===== config.mk =====
export PLATFORM = sky130hd
export DESIGN_NAME = scene_sequencer
export DESIGN_NICKNAME = d
export VERILOG_FILES = /design/src/rtl/scene_sequencer.sv
export SDC_FILE = /design/constraint.sdc
export NUM_CORES = 1
export LEC_CHECK = 0
export ABC_CLOCK_PERIOD_IN_PS = 3430
export CAP_MARGIN = 20
export CORE_MARGIN = 4
export CORE_UTILIZATION = 40
export DETAILED_ROUTE_END_ITERATION = 16
export GPL_ROUTABILITY_DRIVEN = 0
export PLACE_DENSITY = 0.87
export SYNTH_ARGS = -nofsm -noshare
export SYNTH_HDL_FRONTEND = slang
export SYNTH_SLANG_ARGS = --single-unit

===== constraint.sdc =====
create_clock -name clk -period 3.43 [get_ports clk]
set_clock_uncertainty 0.15 [all_clocks]
set_input_delay 0.343 -clock clk [delete_from_list [all_inputs] [get_ports clk]]
set_output_delay 0.343 -clock clk [all_outputs]
set_load 0.005 [all_outputs]

===== src/rtl/scene_sequencer.sv =====
// Scene controller for the piano-keys game: sequences static screen drawers
// (screen 0 = home) and the live game source. It also muxes the active source onto
// one pixel bus for the VGA adapter, and guards each draw with a watchdog.
module scene_sequencer #(
  parameter int NUM_SCREENS = 3,
  parameter int X_W         = 8,
  parameter int Y_W         = 7,
  parameter int COL_W       = 3,
  parameter int TIMEOUT_CYC = 20000,
  localparam int SEL_W      = (NUM_SCREENS > 2) ? $clog2(NUM_SCREENS) : 1
) (
  input  logic                         clk,
  input  logic                         reset,
  input  logic                         start,
  input  logic                         game_over,
  input  logic [SEL_W-1:0]             end_screen,
  input  logic [NUM_SCREENS-1:0]       scr_done,
  input  logic [NUM_SCREENS*X_W-1:0]   scr_x,
  input  logic [NUM_SCREENS*Y_W-1:0]   scr_y,
  input  logic [NUM_SCREENS*COL_W-1:0] scr_col,
  input  logic [X_W-1:0]               game_x,
  input  logic [Y_W-1:0]               game_y,
  input  logic [COL_W-1:0]             game_col,
  output logic [NUM_SCREENS-1:0]       scr_enable,
  output logic                         game_enable,
  output logic                         draw_enable,
  output logic [X_W-1:0]               x_out,
  output logic [Y_W-1:0]               y_out,
  output logic [COL_W-1:0]             col_out,
  output logic [SEL_W-1:0]             cur_screen,
  output logic                         timeout_err
);

  // Watchdog counts 0..TIMEOUT_CYC-1 inside one DRAW visit.
  localparam int WD_W = (TIMEOUT_CYC > 1) ? $clog2(TIMEOUT_CYC) : 1;

  typedef enum logic [2:0] {DRAW, SHOW, ARM, PLAY, OVER_WAIT} state_t;

  state_t            state_reg, state_next;
  logic [SEL_W-1:0]  cur_reg, cur_next;
  logic [SEL_W-1:0]  end_reg, end_next;
  logic [WD_W-1:0]   wd_reg, wd_next;
  logic              err_reg, err_next;

  logic [NUM_SCREENS-1:0] sel_onehot;
  logic [X_W-1:0]         x_slice   [NUM_SCREENS];
  logic [Y_W-1:0]         y_slice   [NUM_SCREENS];
  logic [COL_W-1:0]       col_slice [NUM_SCREENS];
  logic                   cur_done;
  logic                   wd_hit;
  logic [SEL_W-1:0]       end_clean;

  // Unpack per-drawer buses and decode the selected screen index.
  generate
    for (genvar gi = 0; gi < NUM_SCREENS; gi++) begin : g_slice
      assign sel_onehot[gi] = (cur_reg == SEL_W'(gi));
      assign x_slice[gi]    = scr_x[gi*X_W +: X_W];
      assign y_slice[gi]    = scr_y[gi*Y_W +: Y_W];
      assign col_slice[gi]  = scr_col[gi*COL_W +: COL_W];
    end
  endgenerate

  // Only the done bit of the screen being drawn matters.
  assign cur_done = |(scr_done & sel_onehot);
  assign wd_hit   = (TIMEOUT_CYC != 0) && (wd_reg == WD_W'(TIMEOUT_CYC - 1));

  // Home (0) and out-of-range indices are not valid end screens; fall back to 1.
  assign end_clean = ((end_screen == '0) ||
                      ({1'b0, end_screen} >= (SEL_W+1)'(NUM_SCREENS)))
                     ? SEL_W'(1) : end_screen;

  assign cur_screen  = cur_reg;
  assign timeout_err = err_reg;

  // State and datapath registers; async reset lands in DRAW of the home screen.
  always_ff @(posedge clk or posedge reset) begin
    if (reset) begin
      state_reg <= DRAW;
      cur_reg   <= '0;
      end_reg   <= SEL_W'(1);
      wd_reg    <= '0;
      err_reg   <= 1'b0;
    end else begin
      state_reg <= state_next;
      cur_reg   <= cur_next;
      end_reg   <= end_next;
      wd_reg    <= wd_next;
      err_reg   <= err_next;
    end
  end

  // Next-state logic plus Moore decode of enables and the pixel mux.
  always_comb begin
    state_next  = state_reg;
    cur_next    = cur_reg;
    end_next    = end_reg;
    wd_next     = '0;
    err_next    = err_reg;
    scr_enable  = '0;
    game_enable = 1'b0;
    draw_enable = 1'b0;
    x_out       = '0;
    y_out       = '0;
    col_out     = '0;
    case (state_reg)
      DRAW: begin
        scr_enable  = sel_onehot;
        draw_enable = 1'b1;
        x_out       = x_slice[cur_reg];
        y_out       = y_slice[cur_reg];
        col_out     = col_slice[cur_reg];
        wd_next     = wd_reg + WD_W'(1);
        if (cur_done) begin
          state_next = SHOW;
          wd_next    = '0;
        end else if (wd_hit) begin
          state_next = SHOW;
          wd_next    = '0;
          err_next   = 1'b1;
        end
      end
      SHOW: begin
        if (start) state_next = ARM;
      end
      ARM: begin
        if (!start) state_next = PLAY;
      end
      PLAY: begin
        game_enable = 1'b1;
        draw_enable = 1'b1;
        x_out       = game_x;
        y_out       = game_y;
        col_out     = game_col;
        if (game_over) begin
          state_next = OVER_WAIT;
          end_next   = end_clean;
        end
      end
      OVER_WAIT: begin
        if (!game_over) begin
          state_next = DRAW;
          cur_next   = end_reg;
        end
      end
      default: state_next = DRAW;
    endcase
  end

endmodule

==> metrics, run 1 <==
Pre-antenna DRT Iters=4; post-synth top area share=0.330; Mapped Area=1670 µm²; synthesis-stage register bit count=23; main combinational cell family by area after synthesis=simple AND/OR/NAND/NOR gates; vias per cell=5.32; part of the power in combinational logic=0.622; setup TNS after final layout=0 ps; Syn Nets=288; number of port buffers=106; library cells used by synthesis=33; layout cells sized above 1=0.0361; worst slew pin tran=831 ps; Hold Slack=326 ps; fin nets=388; H-tree depth=1; final wirelength=5850 µm; placed cell area=2740 µm²; remaining antenna violation count after routing=0; Clk Latency, worst-skew pair=270 ps; gr ovfl total=0; switching power total=0.609 mW; Die Y=72.6 µm; switching part of the total=0.393; highest clock rate=322 MHz; post-synthesis compound-gate area fraction=0.156; WL/cell=16.5 µm; cts bufs inserted=3; clk slew on worst S/H paths=80 ps; Leak Pwr=1.13 nW; largest net degree at the start of global routing=24; row count=23; drt drc=0; core area=4030 µm²; crit path DAT=2610 ps; CP Class=reg2out; sequential share of power=0.271; Max VDD drop=0.386 mV; Seq/Total Area, Yosys=0.346; root buf cell=clkbuf_8; WP data required=2940 ps; Syn Area/Cell=8.10 µm²; Final setup viols=0; Initial Utilization=0.414; # hold bufs at CTS=0; Post-Synth Adder-Cell Area=0.00750; Hold Vio Cnt, Final=0; crit start category=flip-flop; max FFs per register=15; relative slew slack=0.445; minimum clock period=3110 ps; total power=1.55 mW; R2R Setup Slk=1230 ps; GRT Util Overall=0.215; Hold WC Path Type=reg2reg; CTS resizes=0; Yosys Warn Count=0; global-route wire length before repair=8920 µm; initial antenna violation count=0; Crit. End Element=output port; ranking of synthesized cells by area=dfrtp_1 33%, mux2i_1 9.6%, nor2_1 7.9%; Die W=72.6 µm; Mapped Cells=206; vias in the first global route=1,796; post-synthesis mux area share=0.103; detailed-route via count=1,890; Post CTS Setup Buffer Count=0; Final Cell Area=2790 µm²; unrepaired setup endpoints after global routing=no; main flop type after synthesis=dfrtp_1; clock sinks=23; largest area contributor in the netlist=dfrtp_1; Area Overhead vs Synth=67.1%; status=completed; Post-Synth Simple-Gate Area=0.260; Period Utilization, post-route=0.905; Clk pwr share=0.107; clk buf depth=2; Post-Synth XOR/XNOR Area=0.0735; asr flop ratio synth=1.00; Initial DRC Count=81; antenna fix cells=0; Internal=0.941 mW; Post-synth EDFFs=0; Max Cap Viol=0; die area=5270 µm²; pwr/cell area=556 nW/µm²; num ports=107; CTS tree=yes; DP HPWL=4760 µm; CP max FO=14; Final Max Tran Viols=0
logic make-up (layout without fill, tap and decap cells):
| group | Yosys count | in the layout |
|---|---|---|
| buffers and inverters | 19 | 118 |
| AOI/OAI and AO/OA | 44 | 44 |
| adders and majority gates | 1 | 1 |
| DFF | 23 | 23 |
| xor gates and xnor gates | 14 | 14 |
| and+or+nand+nor | 88 | 88 |
| muxes | 17 | 17 |
through the flow:
stage / std cells / util / setup WS [ps]
2_1_floorplan: 206 / - / 1460
3_3_place_gp: 351 / 0.680 / 711
3_5_place_dp: 351 / 0.680 / 635
4_1_cts: 355 / 0.692 / 321
5_1_grt: 355 / 0.692 / 189
6_report: 355 / 0.692 / 325
power by group through the flow:
stage,Sequential (mW),Clock [mW],Combinational (mW)
5_1_grt,0.431,0.183,1.05
3_3_place_gp,0.420,0,0.952
2_1_floorplan,0.350,0,0.563
6_report,0.420,0.166,0.964
3_5_place_dp,0.424,0,0.964
4_1_cts,0.418,0.173,0.969
Yosys cell counts, types with 3 or more instances:
| master | number |
|---|---|
| inv_1 | 5 |
| nand2_1 | 19 |
| and3_1 | 3 |
| dfrtp_1 | 22 |
| xnor2_1 | 5 |
| a22oi_1 | 9 |
| nor2b_1 | 3 |
| nand3_1 | 5 |
| clkbuf_1 | 7 |
| buf_2 | 4 |
| nor2_1 | 35 |
| xor2_1 | 9 |
| a21oi_1 | 11 |
| nand4_1 | 8 |
| a221o_1 | 3 |
| nor4_1 | 4 |
| mux2i_1 | 16 |
| o21ai_0 | 20 |
final timing paths:
check | start | endpoint | cells after the start
max in group asynchronous | reset | wd_reg[3]$_DFF_PP0_ | 2
min in group asynchronous | reset | cur_screen[0]$_DFFE_PP0P_ | 2
hold reg to reg | end_reg[1]$_DFFE_PP0P_ | cur_screen[1]$_DFFE_PP0P_ | 2
setup / recovery | state_reg[2]$_DFFE_PP0P_ | x_out[3] | 5
setup reg to reg | state_reg[2]$_DFFE_PP0P_ | state_reg[0]$_DFFE_PP0P_ | 4
hold / removal | end_reg[1]$_DFFE_PP0P_ | cur_screen[1]$_DFFE_PP0P_ | 2
cell type report:
cell class,instances,area (µm²)
Multi-Input combinational cell,164,1000
Timing Repair Buffer,109,1080
Sequential cell,23,577
Fill cell,341,1240
Clock inverter,1,5.00
Tap cell,50,62.6
Clock buffer,3,41.3
Inverter,5,18.8
worst max-delay path, stage by stage, from the launching register on:
cell             delay [ps]
dfrtp_1                 490
or3_1                   610
nor3_2                  460
a22oi_1                 120
o21ai_0                 130
clkdlybuf4s50_1         540
layer usage:
| layer | share of wire | vias up | GRT usage |
|---|---|---|---|
| li1 | - | 925 | - |
| met1 | 0.39 | 878 | 0.264 |
| met2 | 0.52 | 75 | 0.379 |
| met3 | 0.061 | 12 | 0.0468 |
| met4 | 0.022 | 0 | 0.0553 |
| met5 | 0 | - | 0 |
cells in the final DEF, fill, tap and decap left out, drive strengths merged:
master / instances
clkdlybuf4s50: 106
clkbuf: 3
nor3: 3
a21oi: 11
and4b: 1
mux2: 1
nand4: 8
nand2: 19
nand2b: 2
and3: 3
inv: 5
nor4b: 2
clkinv: 1
buf: 3
xnor2: 5
nor2b: 3
nand3: 5
nor4: 4
a221o: 3
nor2: 35
mux2i: 16
ha: 1
dfstp: 1
o21bai: 1
a22oi: 9
and4: 1
or3: 1
xor2: 9
nor4bb: 1
dfrtp: 22
o21ai: 20
(Power assumes the default switching activity.)
==> inputs of run 2 (changes only) <==
--- a/config.mk
+++ b/config.mk
@@ -9,9 +9,12 @@
 export CAP_MARGIN = 20
 export CORE_MARGIN = 4
 export CORE_UTILIZATION = 40
+export CTS_CLUSTER_SIZE = 24
 export DETAILED_ROUTE_END_ITERATION = 16
 export GPL_ROUTABILITY_DRIVEN = 0
+export GPL_TIMING_DRIVEN = 0
 export PLACE_DENSITY = 0.87
+export SLEW_MARGIN = 20
 export SYNTH_ARGS = -nofsm -noshare
 export SYNTH_HDL_FRONTEND = slang
 export SYNTH_SLANG_ARGS = --single-unit
==> metrics, run 2 (synthesis gave the netlist of run 1 again) <==
Post CTS Setup Buffer Count=0; Initial Utilization=0.414; placed cell area=2790 µm²; Final setup viols=0; crit path DAT=2520 ps; H-tree depth=1; pwr/cell area=564 nW/µm²; core area=4030 µm²; Hold WC Path Type=reg2reg; WP data required=2940 ps; number of port buffers=106; filler cell count=346; setup TNS after final layout=0 ps; CTS resizes=0; crit start category=flip-flop; Area Overhead vs Synth=70.1%; CP Class=reg2out; Slowest-stage cell, CP=clkdlybuf4s50_1; Crit. End Element=output port; die area=5270 µm²; status=completed; clk buf depth=2; CP max FO=9; vias in the first global route=1,906; Final Cell Area=2840 µm²; antenna fix cells=0; FF-to-FF End=wd_reg[13]$_DFF_PP0_; DP HPWL=4750 µm; vias per cell=5.22; max FFs per register=15; row count=23; highest routed metal layer=met4; global-route wire length before repair=9200 µm; Worst path max stage delay=540 ps; CP startpoint=state_reg[1]$_DFFE_PP0P_; fin nets=399; worst reg2reg path depth=7; Met1 Routed Length=2320 µm; gr ovfl total=0; largest net degree at the start of global routing=24; Final Max Tran Viols=0; relative slew slack=0.443; minimum clock period=3010 ps; worst slew pin tran=835 ps; num ports=107; final wirelength=5900 µm; Max VDD drop=0.350 mV; DR WL met2=3100 µm; WL/cell=16.1 µm; unrepaired setup endpoints after global routing=no; Clk Latency, worst-skew pair=270 ps; most common cell after layout, fill and taps aside=clkdlybuf4s50_1; Max Cap Viol=0; Die W=72.6 µm; Period Utilization, post-route=0.878; R2R Setup Slk=1250 ps; remaining antenna violation count after routing=0; Die Y=72.6 µm; layout cells sized above 1=0.0411; Hold Crit Endpoint=cur_screen[1]$_DFFE_PP0P_; commonest non-fill, non-tap cells in the layout=106 x clkdlybuf4s50_1, 35 x nor2_1, 22 x dfrtp_1, 20 x o21ai_0, 19 x nand2_1; Worst Hold Launch=end_reg[1]$_DFFE_PP0P_; Pre-antenna DRT Iters=4; detailed-route via count=1,910; GRT Util Overall=0.221; Initial DRC Count=75; root buf cell=clkbuf_8; initial antenna violation count=0; Leak Pwr=1.14 nW; WL met3=339 µm; # hold bufs at CTS=0; hold depth=2; critical path cell sequence=buf_6 > or3_1 > buf_2 > nor3_2 > a22oi_1 > o21ai_0 > clkdlybuf4s50_1; highest clock rate=332 MHz; Worst R2R Start=wd_reg[0]$_DFF_PP0_; clock sinks=23; CTS tree=yes; clk slew on worst S/H paths=80 ps; drt drc=0; cts bufs inserted=3; Hold Vio Cnt, Final=0
-- run 2: worst max-delay path, delay by kind of cell, from the launching register on --
kind	cells	cell delay (ps)
flops	1	390
compound gates	2	250
simple gates	2	770
buf+inv	3	840
-- run 2: worst max path at each step --
stage / cells past startpoint / endpoint
2_1_floorplan: 6 / x_out[0]
3_3_place_gp: 7 / x_out[3]
5_1_grt: 7 / x_out[3]
4_1_cts: 7 / y_out[6]
3_5_place_dp: 7 / x_out[3]
6_report: 7 / x_out[3]
-- run 2: layer usage --
layer / up-vias / GRT usage
li1: 948 / -
met1: 889 / 0.267
met2: 61 / 0.394
met3: 12 / 0.0427
met4: 0 / 0.0697
met5: - / 0
-- run 2: area by class of cell --
| class | instances | area [µm²] | share of cell area |
|---|---|---|---|
| Inverter | 5 | 18.8 | 0.00662 |
| Timing Repair Buffer | 106 | 1060 | 0.374 |
| Sequential cell | 23 | 577 | 0.203 |
| Buffer | 14 | 72.6 | 0.0256 |
| Clock buffer | 4 | 45.0 | 0.0159 |
| Multi-Input combinational cell | 164 | 1000 | 0.352 |
| Tap cell | 50 | 62.6 | 0.0221 |
-- run 2: stage by stage --
step | hold WS (ps) | utilization | total power [mW] | setup slack, ps | instances
2_1_floorplan | 194 | - | 0.914 | 1460 | 206
3_3_place_gp | 313 | 0.693 | 1.42 | 794 | 362
3_5_place_dp | 322 | 0.693 | 1.45 | 738 | 362
4_1_cts | 336 | 0.704 | 1.61 | 435 | 366
5_1_grt | 366 | 0.704 | 1.73 | 289 | 366
6_report | 336 | 0.704 | 1.60 | 418 | 366
-- run 2: report_power, final --
part / leakage, nW / switching (mW) / internal [mW]
combinational: 0.821 / 0.508 / 0.574
clock: 0.0228 / 0.0822 / 0.0830
sequential: 0.301 / 0.0351 / 0.318
